File: src/rtl/tri_arb_pkg.sv
// tri_arb_pkg: shared FSM encodings and widths for tri_assign_arbiter.
package tri_arb_pkg;
    typedef enum logic [1:0] {IDLE = 2'd0, GRANT = 2'd1, DONE = 2'd2} state_t;
    localparam int HOLD_W = 4;
    localparam int CNT_W = 16;
endpackage

File: src/rtl/tri_assign_arbiter_rr_pick.sv
// rr_pick: round-robin winner search starting one past the last winner.
module rr_pick #(
    parameter int N = 3,
    localparam int IW = $clog2(N)
) (
    input  logic [N-1:0]  req,
    input  logic [IW-1:0] last,
    output logic          any,
    output logic [IW-1:0] w
);
    logic [IW-1:0] idx;
    assign any = |req;
    // Walk from farthest to nearest so the nearest requester after last wins.
    always_comb begin
        w = '0;
        idx = '0;
        for (int i = N; i >= 1; i--) begin
            idx = IW'((int'(last) + i) % N);
            if (req[idx]) w = idx;
        end
    end
endmodule

File: src/rtl/tri_assign_arbiter.sv
// tri_assign_arbiter: round-robin sharing of one tri_assignment unit.
// Define TRI_ARB_STATS_EN to add the saturating op_count port.
module tri_assign_arbiter
    import tri_arb_pkg::*;
#(
    parameter int NUM_REQ = 3,
    parameter int HOLD_CYCLES = 2,
    localparam int IW = $clog2(NUM_REQ)
) (
    input  logic               clk,
    input  logic               rst,
    input  logic [NUM_REQ-1:0] req,
    input  logic [NUM_REQ-1:0] req_a,
    input  logic [NUM_REQ-1:0] req_b,
    output logic [NUM_REQ-1:0] gnt,
    output logic               op_a,
    output logic               op_b,
    input  logic [2:0]         unit_c,
    output logic               res_valid,
    output logic [IW-1:0]      res_id,
    output logic [2:0]         res_c
`ifdef TRI_ARB_STATS_EN
    ,
    output logic [CNT_W-1:0]   op_count
`endif
);
    state_t state, nxt;
    logic [HOLD_W-1:0] hold_cnt;
    logic [IW-1:0] last, w;
    logic any, grab, cap;

    rr_pick #(.N(NUM_REQ)) u_pick (.req(req), .last(last), .any(any), .w(w));

    always_ff @(posedge clk or posedge rst) begin
        if (rst) state <= IDLE;
        else state <= nxt;
    end

    always_comb begin
        nxt = (state == IDLE) ? (any ? GRANT : IDLE) :
              (state == GRANT) ? (cap ? DONE : GRANT) : IDLE;
    end

    always_comb begin
        grab = (state == IDLE) && any;
        cap = (state == GRANT) && (hold_cnt == HOLD_W'(HOLD_CYCLES - 1));
    end

    // last doubles as the owner of the operation in flight.
    always_ff @(posedge clk or posedge rst) begin
        if (rst) begin
            hold_cnt <= '0;
            last <= IW'(NUM_REQ - 1);
            gnt <= '0;
            op_a <= 1'b0;
            op_b <= 1'b0;
            res_valid <= 1'b0;
            res_id <= '0;
            res_c <= '0;
        end else begin
            res_valid <= cap;
            hold_cnt <= (state == GRANT) ? hold_cnt + 1'b1 : '0;
            if (grab) begin
                gnt <= NUM_REQ'(1) << w;
                last <= w;
                op_a <= req_a[w];
                op_b <= req_b[w];
            end
            if (cap) begin
                gnt <= '0;
                res_c <= unit_c;
                res_id <= last;
            end
        end
    end

`ifdef TRI_ARB_STATS_EN
    always_ff @(posedge clk or posedge rst) begin
        if (rst) op_count <= '0;
        else if (res_valid && op_count != '1) op_count <= op_count + 1'b1;
    end
`endif
endmodule
File: config.mk
export PLATFORM = sky130hd
export DESIGN_NAME = tri_assign_arbiter
export DESIGN_NICKNAME = d
export VERILOG_FILES = /design/src/rtl/tri_arb_pkg.sv /design/src/rtl/tri_assign_arbiter_rr_pick.sv /design/src/rtl/tri_assign_arbiter.sv
export SDC_FILE = /design/constraint.sdc
export NUM_CORES = 1
export LEC_CHECK = 0
export ABC_AREA = 1
export CORE_ASPECT_RATIO = 0.75
export CORE_UTILIZATION = 48
export DETAILED_ROUTE_END_ITERATION = 7
export GPL_TIMING_DRIVEN = 0
export PLACE_DENSITY = 0.78
export SLEW_MARGIN = 30
export SYNTH_ARGS = -nofsm -noshare
export SYNTH_HDL_FRONTEND = slang
export SYNTH_SLANG_ARGS = --single-unit
File: constraint.sdc
create_clock -name clk -period 2.1 [get_ports clk]
set_clock_uncertainty 0.05 [all_clocks]
set_input_delay 0.315 -clock clk [delete_from_list [all_inputs] [get_ports clk]]
set_output_delay 0.315 -clock clk [all_outputs]
set_load 0.1 [all_outputs]
* After elaboration in Yosys (flattened, before gate mapping) *
Cells that the tools add are included.

word-level totals
  register bits = 19
  bits in latches = 0
  RAM bits = 0
  memory bits (read-only) = 0
  input port bits = 14
  output and inout bits = 11
  word-level logic and storage cells = 48
  memories = 0

operators by class
  $add $sub $neg = 4
  multiply operators = 0
  divide/modulo/power cells = 3
  order comparisons = 4
  eq/ne operators = 2
  shifts and indexed selects = 1
  muxes and demuxes = 20
  bitwise logic cells = 0
  reductions and logical operators = 5

operator list
  kind                                                         number
  modulo 32 x 3 -> 32 bit (second input constant)              3
  less-than comparator 2 x 3 -> 1 bit (second input constant)  4
  two-way mux 2 bit                                            6
  binary-select mux 1 bit (select 2 bit)                       5
  adder 2 x 2 -> 3 bit (second input constant)                 2
  two-way mux 1 bit                                            6
  two-way mux 3 bit                                            2
  adder 4 x 1 -> 4 bit (second input constant)                 1
  equality test 4 x 1 -> 1 bit (second input constant)         1
  two-way mux 4 bit                                            1
  adder 2 x 1 -> 3 bit (second input constant)                 1
  OR reduction 3 bit                                           1
  << shifter 1 x 2 -> 3 bit (first input constant)             1
  equality test 2 x 1 -> 1 bit (second input constant)         1
  logical AND 1 bit                                            2
  logical NOT 2 bit                                            1
  nonzero test 2 bit                                           1

* Logic depth before layout (Yosys ltp) *
Gate-level depths: netlist of the first run.

  depth after elaboration = 10
  gate-level depth with buffers = 14
  gate-level depth less buffers = 14

* By module *
Synthesis of the first run repeated with hierarchy kept, for this count alone.

second synthesis, totals
  cells, all modules = 132
  area, all modules = 1024.7 um^2

by module, submodules not included
  module              times used  cells each  area each (um^2)  sequential area each (um^2)
  tri_assign_arbiter  1           97          839.6             476.7
  rr_pick             1           35          185.2             0.0

* Worst setup path after synthesis of the first run *
OpenSTA, ideal clock, no wires.

  kind = register -> register
  start = reg last[1]
  end = reg op_a
  setup time = 0.123 ns
  data arrival time = 1.476 ns
  required time = 1.927 ns
  slack = 0.451 ns
  stages on the path, launching flop included = 14
  path buffers = 0
  clock period less this slack = 1.649 ns
  cells stage by stage = dfstp_2 ha_1 inv_2 nand2_1 nand2_2 nand2_2 nand2_2 nand2_1 inv_1 nand2_2 nand2_2 nand2_1 nand3_1 a21oi_2

between the ends
  longest elaborated chain between the ends = 9
  elaborated cells on any way between the ends = 17
  classes of those cells = 3 x add/sub; 3 x div; 11 x mux

RTL lines
  item                                         line                              RTL
  start, declared                              tri_assign_arbiter.sv:29          logic [IW-1:0] last, w;
  start signal, assigned                       tri_assign_arbiter.sv:53          last <= IW'(NUM_REQ - 1);
  start signal, assigned                       tri_assign_arbiter.sv:65          last <= w;
  adder 2 x 2 -> 3 bit                         tri_assign_arbiter_rr_pick.sv:18  idx = IW'((int'(last) + i) % N);
  modulo 32 x 3 -> 32 bit                      tri_assign_arbiter_rr_pick.sv:18
  binary-select mux 1 bit (select 2 bit)       tri_assign_arbiter_rr_pick.sv:19  if (req[idx]) w = idx;
  two-way mux 1 bit (implied by the code)      tri_assign_arbiter_rr_pick.sv:19
  two-way mux 2 bit (2 in a row)               tri_assign_arbiter_rr_pick.sv:19
  two-way mux 2 bit (*)                        tri_assign_arbiter_rr_pick.sv:19
  binary-select mux 1 bit (select 2 bit) (*)   tri_assign_arbiter.sv:66          op_a <= req_a[w];
  two-way mux 1 bit (implied by the code) (*)  tri_assign_arbiter.sv:66
  end signal, assigned                         tri_assign_arbiter.sv:66
  end, declared                                tri_assign_arbiter.sv:16          output logic op_a,

Every way passes the cells marked *; elsewhere a longest branch is shown, timed or not. The select of a mux whose other input is x is not followed.
A chain may end at the register's enable or synchronous reset.

* Worst setup path after layout of the first run *
  start = reg op_b
  end = out op_b

RTL lines
  item                    line                      RTL
  start, declared         tri_assign_arbiter.sv:17  output logic op_b,
  start signal, assigned  tri_assign_arbiter.sv:67  op_b <= req_b[w];

No word-level cell between the ends.

==> run metrics, run 1 <==
status=complete, no violations; Tcrit/Tclk final=90.7%; TNS Setup=0 ns; Clock Path Buffers=2; synth unique cells=19; First DRT Iteration DRCs=32; critical path class=reg -> out; global-route wire length before repair=roughly 3600 um; Worst setup SP type=register; Die Width=between 50 and 60 um; CTS H-tree depth=1; syn avg cell area=7.87 um^2; Final min period=about 1.9 ns; class of the worst hold path=in -> async; largest net degree at the start of global routing=20; setup repair bufs after CTS=0; max_cap viols=0; final hold violation count=0; Hold Slack=around 0.36 ns; die height=42.5 um; IO Count=25; Wirelength per Cell=11.5 um; gr usage total=19.7%; Sinks on Clock Net=19; Max Fclk=between 0.5 and 0.6 GHz; largest delay contributor family on the critical path=buffers and inverters; Stages on worst setup path=1; CP Data Required Time=roughly 1.7 ns; WP data arrival=~1.5 ns; Antenna diodes=0; r2r startpoint=last[0]; die area=2370 um^2; share of layout cells above drive strength 1=a little over a tenth; number of CTS-inserted buffers=3; Worst-Skew Late Latency=around 0.30 ns; Final Setup Violations=0; CP max FO=2; IO buf count=24; Synth-to-Final Area Change=27.1%; Post-Syn Nets=roughly 150; synthesized flop and latch total=19; Worst Tran Pin Value=roughly 0.96 ns; RSZ-0062 raised after global routing=no; cells along the critical path=dlygate4sd2_1; # resized after CTS=11; WL met1=991 um; worst reg-to-reg setup slack=0.27 ns; vias in the first global route=876; clock slew at reported path FFs=0.11 ns; initial core utilization=51.5%; FF-to-FF End=op_a; Post-CTS Hold Buffers=0; Slew Limit Fails=0; met3 WL=~120 um; CP bufs+invs=1; DRC Markers=0; Largest stage delay, worst path=0.86 ns; CP max stage cell=dlygate4sd2_1; synthesized area=around 1000 um^2; global route overflow=0; initial antenna violation count=0; max layer used=met4; Final nets=182; row cnt=14; CTS root buf=clkbuf_4; Routed Antenna Nets=0; total wire length=2120 um; Core Box Area=around 2000 um^2; met2 wire length=999 um; Placer Congestion=0.811; Setup crit end kind=primary output; DRT Pass-1 Iters=4; DP Wirelength=1660 um; total number of vias=933; vias per cell=5.04; Mapped Cells=133; R2R depth=14; sequential-to-total area share from yosys stat=45.5%; CTS tree=yes; worst rel slew slack=around 36%; Synth Warn #=0
-- metrics by stage --
stage	util (%)	worst slack, ns	std cells	cell area, um^2
after global routing	65.5	0.0941	185	1330
final	65.5	0.195	185	1330
after floorplan	-	0.451	133	1050
after CTS	65.5	0.187	185	1330
after detailed placement	64.8	0.235	181	1320
after global placement	64.8	0.267	181	1320
-- cells in the mapped netlist --
cell | number | area [um^2]
o31ai_4 | 1 | 21.3
nand3_1 | 13 | 65.1
o31ai_1 | 1 | 7.51
dfrtp_1 | 18 | 450
a21oi_1 | 3 | 15.0
nand2_1 | 42 | 158
xnor2_1 | 1 | 8.76
nor2_1 | 11 | 41.3
a21oi_2 | 1 | 8.76
xor2_1 | 1 | 8.76
o21ai_1 | 1 | 5.00
inv_1 | 17 | 63.8
inv_2 | 4 | 15.0
dfstp_2 | 1 | 26.3
o21ai_0 | 4 | 20.0
nor2_4 | 1 | 11.3
ha_1 | 6 | 75.1
o211ai_1 | 2 | 15.0
nand2_2 | 5 | 31.3
-- state kept, by name (all words and copies together), names as in the netlist --
signal     count
gnt            3
res_c          3
res_id         2
op_a           1
op_b           1
hold_cnt       4
state          2
last           2
res_valid      1
-- per-layer routing --
layer / vias up / GRT usage (%)
li1: 473 / -
met1: 426 / 24.0
met2: 32 / 34.9
met3: 2 / 5.25
met4: 0 / 4.88
met5: - / 0
-- worst max path at each step --
stage                         start         to  slack (ns)
after floorplan             last[1]       op_a        0.45
after global placement         op_a       op_a        0.27
after detailed placement     req[1]       op_b        0.23
after CTS                 res_id[1]  res_id[1]        0.19
after global routing        last[0]     gnt[1]        0.09
final                          op_b       op_b        0.20
-- logic make-up after synthesis --
logic type | share of synthesized area, %
AO/OA/AOI/OAI | 8.84
XOR/XNOR | 1.67
adder cells (fa/ha/maj) | 7.17
buffers and inverters | 7.53
flip-flops | 45.5
AND/OR/NAND/NOR | 29.3
-- worst reg2reg max path: stages, from the launching register on --
cell and delay (ns):
dfrtp_1 0.41, inv_1 0.09, ha_1 0.34, inv_2 0.12
nand2_1 0.07, nand2_2 0.07, nand2_2 0.06, nand2_2 0.06
nand2_1 0.05, inv_1 0.06, nand2_2 0.07, nand2_2 0.08
nand2_1 0.05, nand3_1 0.09, a21oi_2 0.05
-- cells in the final DEF (no fill, tap or decap), drive strengths merged --
master	netlist	routed
a21oi	4	4
nor2	12	12
nand3	13	13
clkdlybuf4s50	0	13
o31ai	2	2
xnor2	1	1
dlygate4sd2	0	11
o211ai	2	2
xor2	1	1
dfrtp	18	18
nand2	47	47
o21ai	5	5
inv	21	21
ha	6	6
dfstp	1	1
clkinv	0	1
clkbuf	0	3
-- layout make-up --
type | instances | area, um^2
multi-input cells | 93 | 492
repair buffers | 24 | 226
inverters | 21 | 78.8
well taps | 24 | 30.0
clock buffers | 3 | 22.5
fillers | 179 | 701
clock inverters | 1 | 5.00
flip-flops and latches | 19 | 477
Power of run 1 is not shown: default switching activity piles up to over one toggle a cycle in this logic, so the estimate is an artifact.
==> run 2, diff against run 1 <==
GPL_TIMING_DRIVEN = unset   (was 0)
==> run metrics, run 2 (same netlist as run 1, synthesis figures left out) <==
status=complete, no violations; Largest stage delay, worst path=0.42 ns (-0.44 ns); Placer Congestion=0.881 (+8.7%); # resized after CTS=0 (-11); clock slew at reported path FFs=0.11 ns (about the same); cells along the critical path=inv_1 -> ha_1 -> inv_2 -> nand2_1 -> nand2_2 -> o211ai_1 -> nand2_1 -> o31ai_1; First DRT Iteration DRCs=43 (+34%); Tcrit/Tclk final=91.7% (+1.0 points); global-route wire length before repair=3570 um (-0.75%); Wirelength per Cell=11.3 um (-1.9%); filler cell count=174 (-2.8%); Final Setup Violations=0 (unchanged); Sequential Area=477 um^2 (unchanged); multi-input logic area=492 um^2 (unchanged); IO buf count=24 (unchanged); Largest register FFs=4 (unchanged); gr usage total=19.3% (-0.35 points); DP Wirelength=1610 um (-3.2%); Max Fclk=0.519 GHz (-1.1%); worst rel slew slack=53.4% (+17 points); initial antenna violation count=0 (unchanged); CP max stage cell=dfrtp_1; TNS Setup=0 ns (unchanged); DRC Markers=0 (unchanged); Core Box Area=2030 um^2 (unchanged); CP max FO=7 (+5); max_cap viols=0 (unchanged); Routed Antenna Nets=0 (unchanged); Worst Tran Pin Value=0.698 ns (-0.262 ns); CTS H-tree depth=1 (unchanged); WP data arrival=2.07 ns (+0.53 ns); final hold violation count=0 (unchanged); initial core utilization=51.5% (unchanged); Post-CTS Hold Buffers=0 (unchanged); Final min period=1.93 ns (+0.0211 ns); share of layout cells above drive strength 1=17.4% (+6.8 points); commonest non-fill, non-tap cells in the layout=42 x nand2_1, 18 x dfrtp_1, 17 x inv_1, 13 x nand3_1, 13 x clkdlybuf4s50_1; Worst setup SP type=register; class of the worst hold path=in -> async; number of CTS-inserted buffers=3 (unchanged); largest register by flop count=hold_cnt; Worst-Skew Late Latency=0.30 ns (about the same); commonest non-fill, non-tap cell in the layout=nand2_1; IO Count=25 (unchanged); CTS root buf=clkbuf_4; Slew Limit Fails=0 (unchanged); DRT Pass-1 Iters=4 (unchanged); Final nets=182 (unchanged); CP Data Required Time=2.25 ns (+0.51 ns); largest net degree at the start of global routing=20 (unchanged); Die Width=55.9 um (unchanged); die area=2370 um^2 (unchanged); Clock Path Buffers=2 (unchanged); critical path class=reg -> reg; Setup crit end kind=register; total wire length=2080 um (-1.9%); row cnt=14 (unchanged); RSZ-0062 raised after global routing=no; Antenna diodes=0 (unchanged); R2R depth=8 (-6); total number of vias=912 (-2.3%); Synth-to-Final Area Change=25.8%; vias in the first global route=848 (-3.2%); most frequent cell on the critical path=nand2_1; vias per cell=4.93 (-2.3%); Sinks on Clock Net=19 (unchanged); setup repair bufs after CTS=0 (unchanged); largest registers=hold_cnt x4, gnt x3, res_c x3; CTS tree=yes; die height=42.5 um (unchanged); global route overflow=0 (unchanged)
## run 2: final timing paths
check	start	to	slack [ns]
worst max-delay path	last[0]	gnt[1]	0.17
worst min-delay path	rst	res_c[1]	0.36
worst max register to register	last[0]	gnt[1]	0.17
worst min register to register	res_id[1]	res_id[1]	0.45
max in group asynchronous	rst	state[0]	1.19
min in group clk	res_id[1]	res_id[1]	0.45
## run 2: layer usage
layer | track usage (%) | wire length, um
met1 | 25.7 | 960
met2 | 31.3 | 977
met3 | 6.48 | 145
met4 | 3.41 | 0
met5 | 0 | 0
## run 2: metrics by stage
stage	setup WS (ns)	hold slack [ns]	instances	utilization [%]	cell area (um^2)
after detailed placement	0.224	0.414	181	63.5	1290
after global routing	0.0546	0.470	185	64.8	1320
after floorplan	0.451	0.215	133	-	1050
after global placement	0.258	0.408	181	63.5	1290
final	0.174	0.356	185	64.8	1320
after CTS	0.198	0.390	185	64.8	1320
## run 2: layout make-up
cell class | count | area share (%)
multi-input cells | 93 | 37.3
clock buffers | 3 | 1.71
repair buffers | 24 | 16.1
flip-flops and latches | 19 | 36.2
inverters | 21 | 5.98
clock inverters | 1 | 0.380
well taps | 24 | 2.28
## run 2: worst max-delay path, delay by kind of cell, from the launching register on
kind                       cells  cell delay [ns]
AOI/OAI and AO/OA              2             0.50
adders and majority gates      1             0.35
buffers and inverters          2             0.18
DFF                            1             0.42
and+or+nand+nor                3             0.31
Power of run 2 is left out for the same reason.
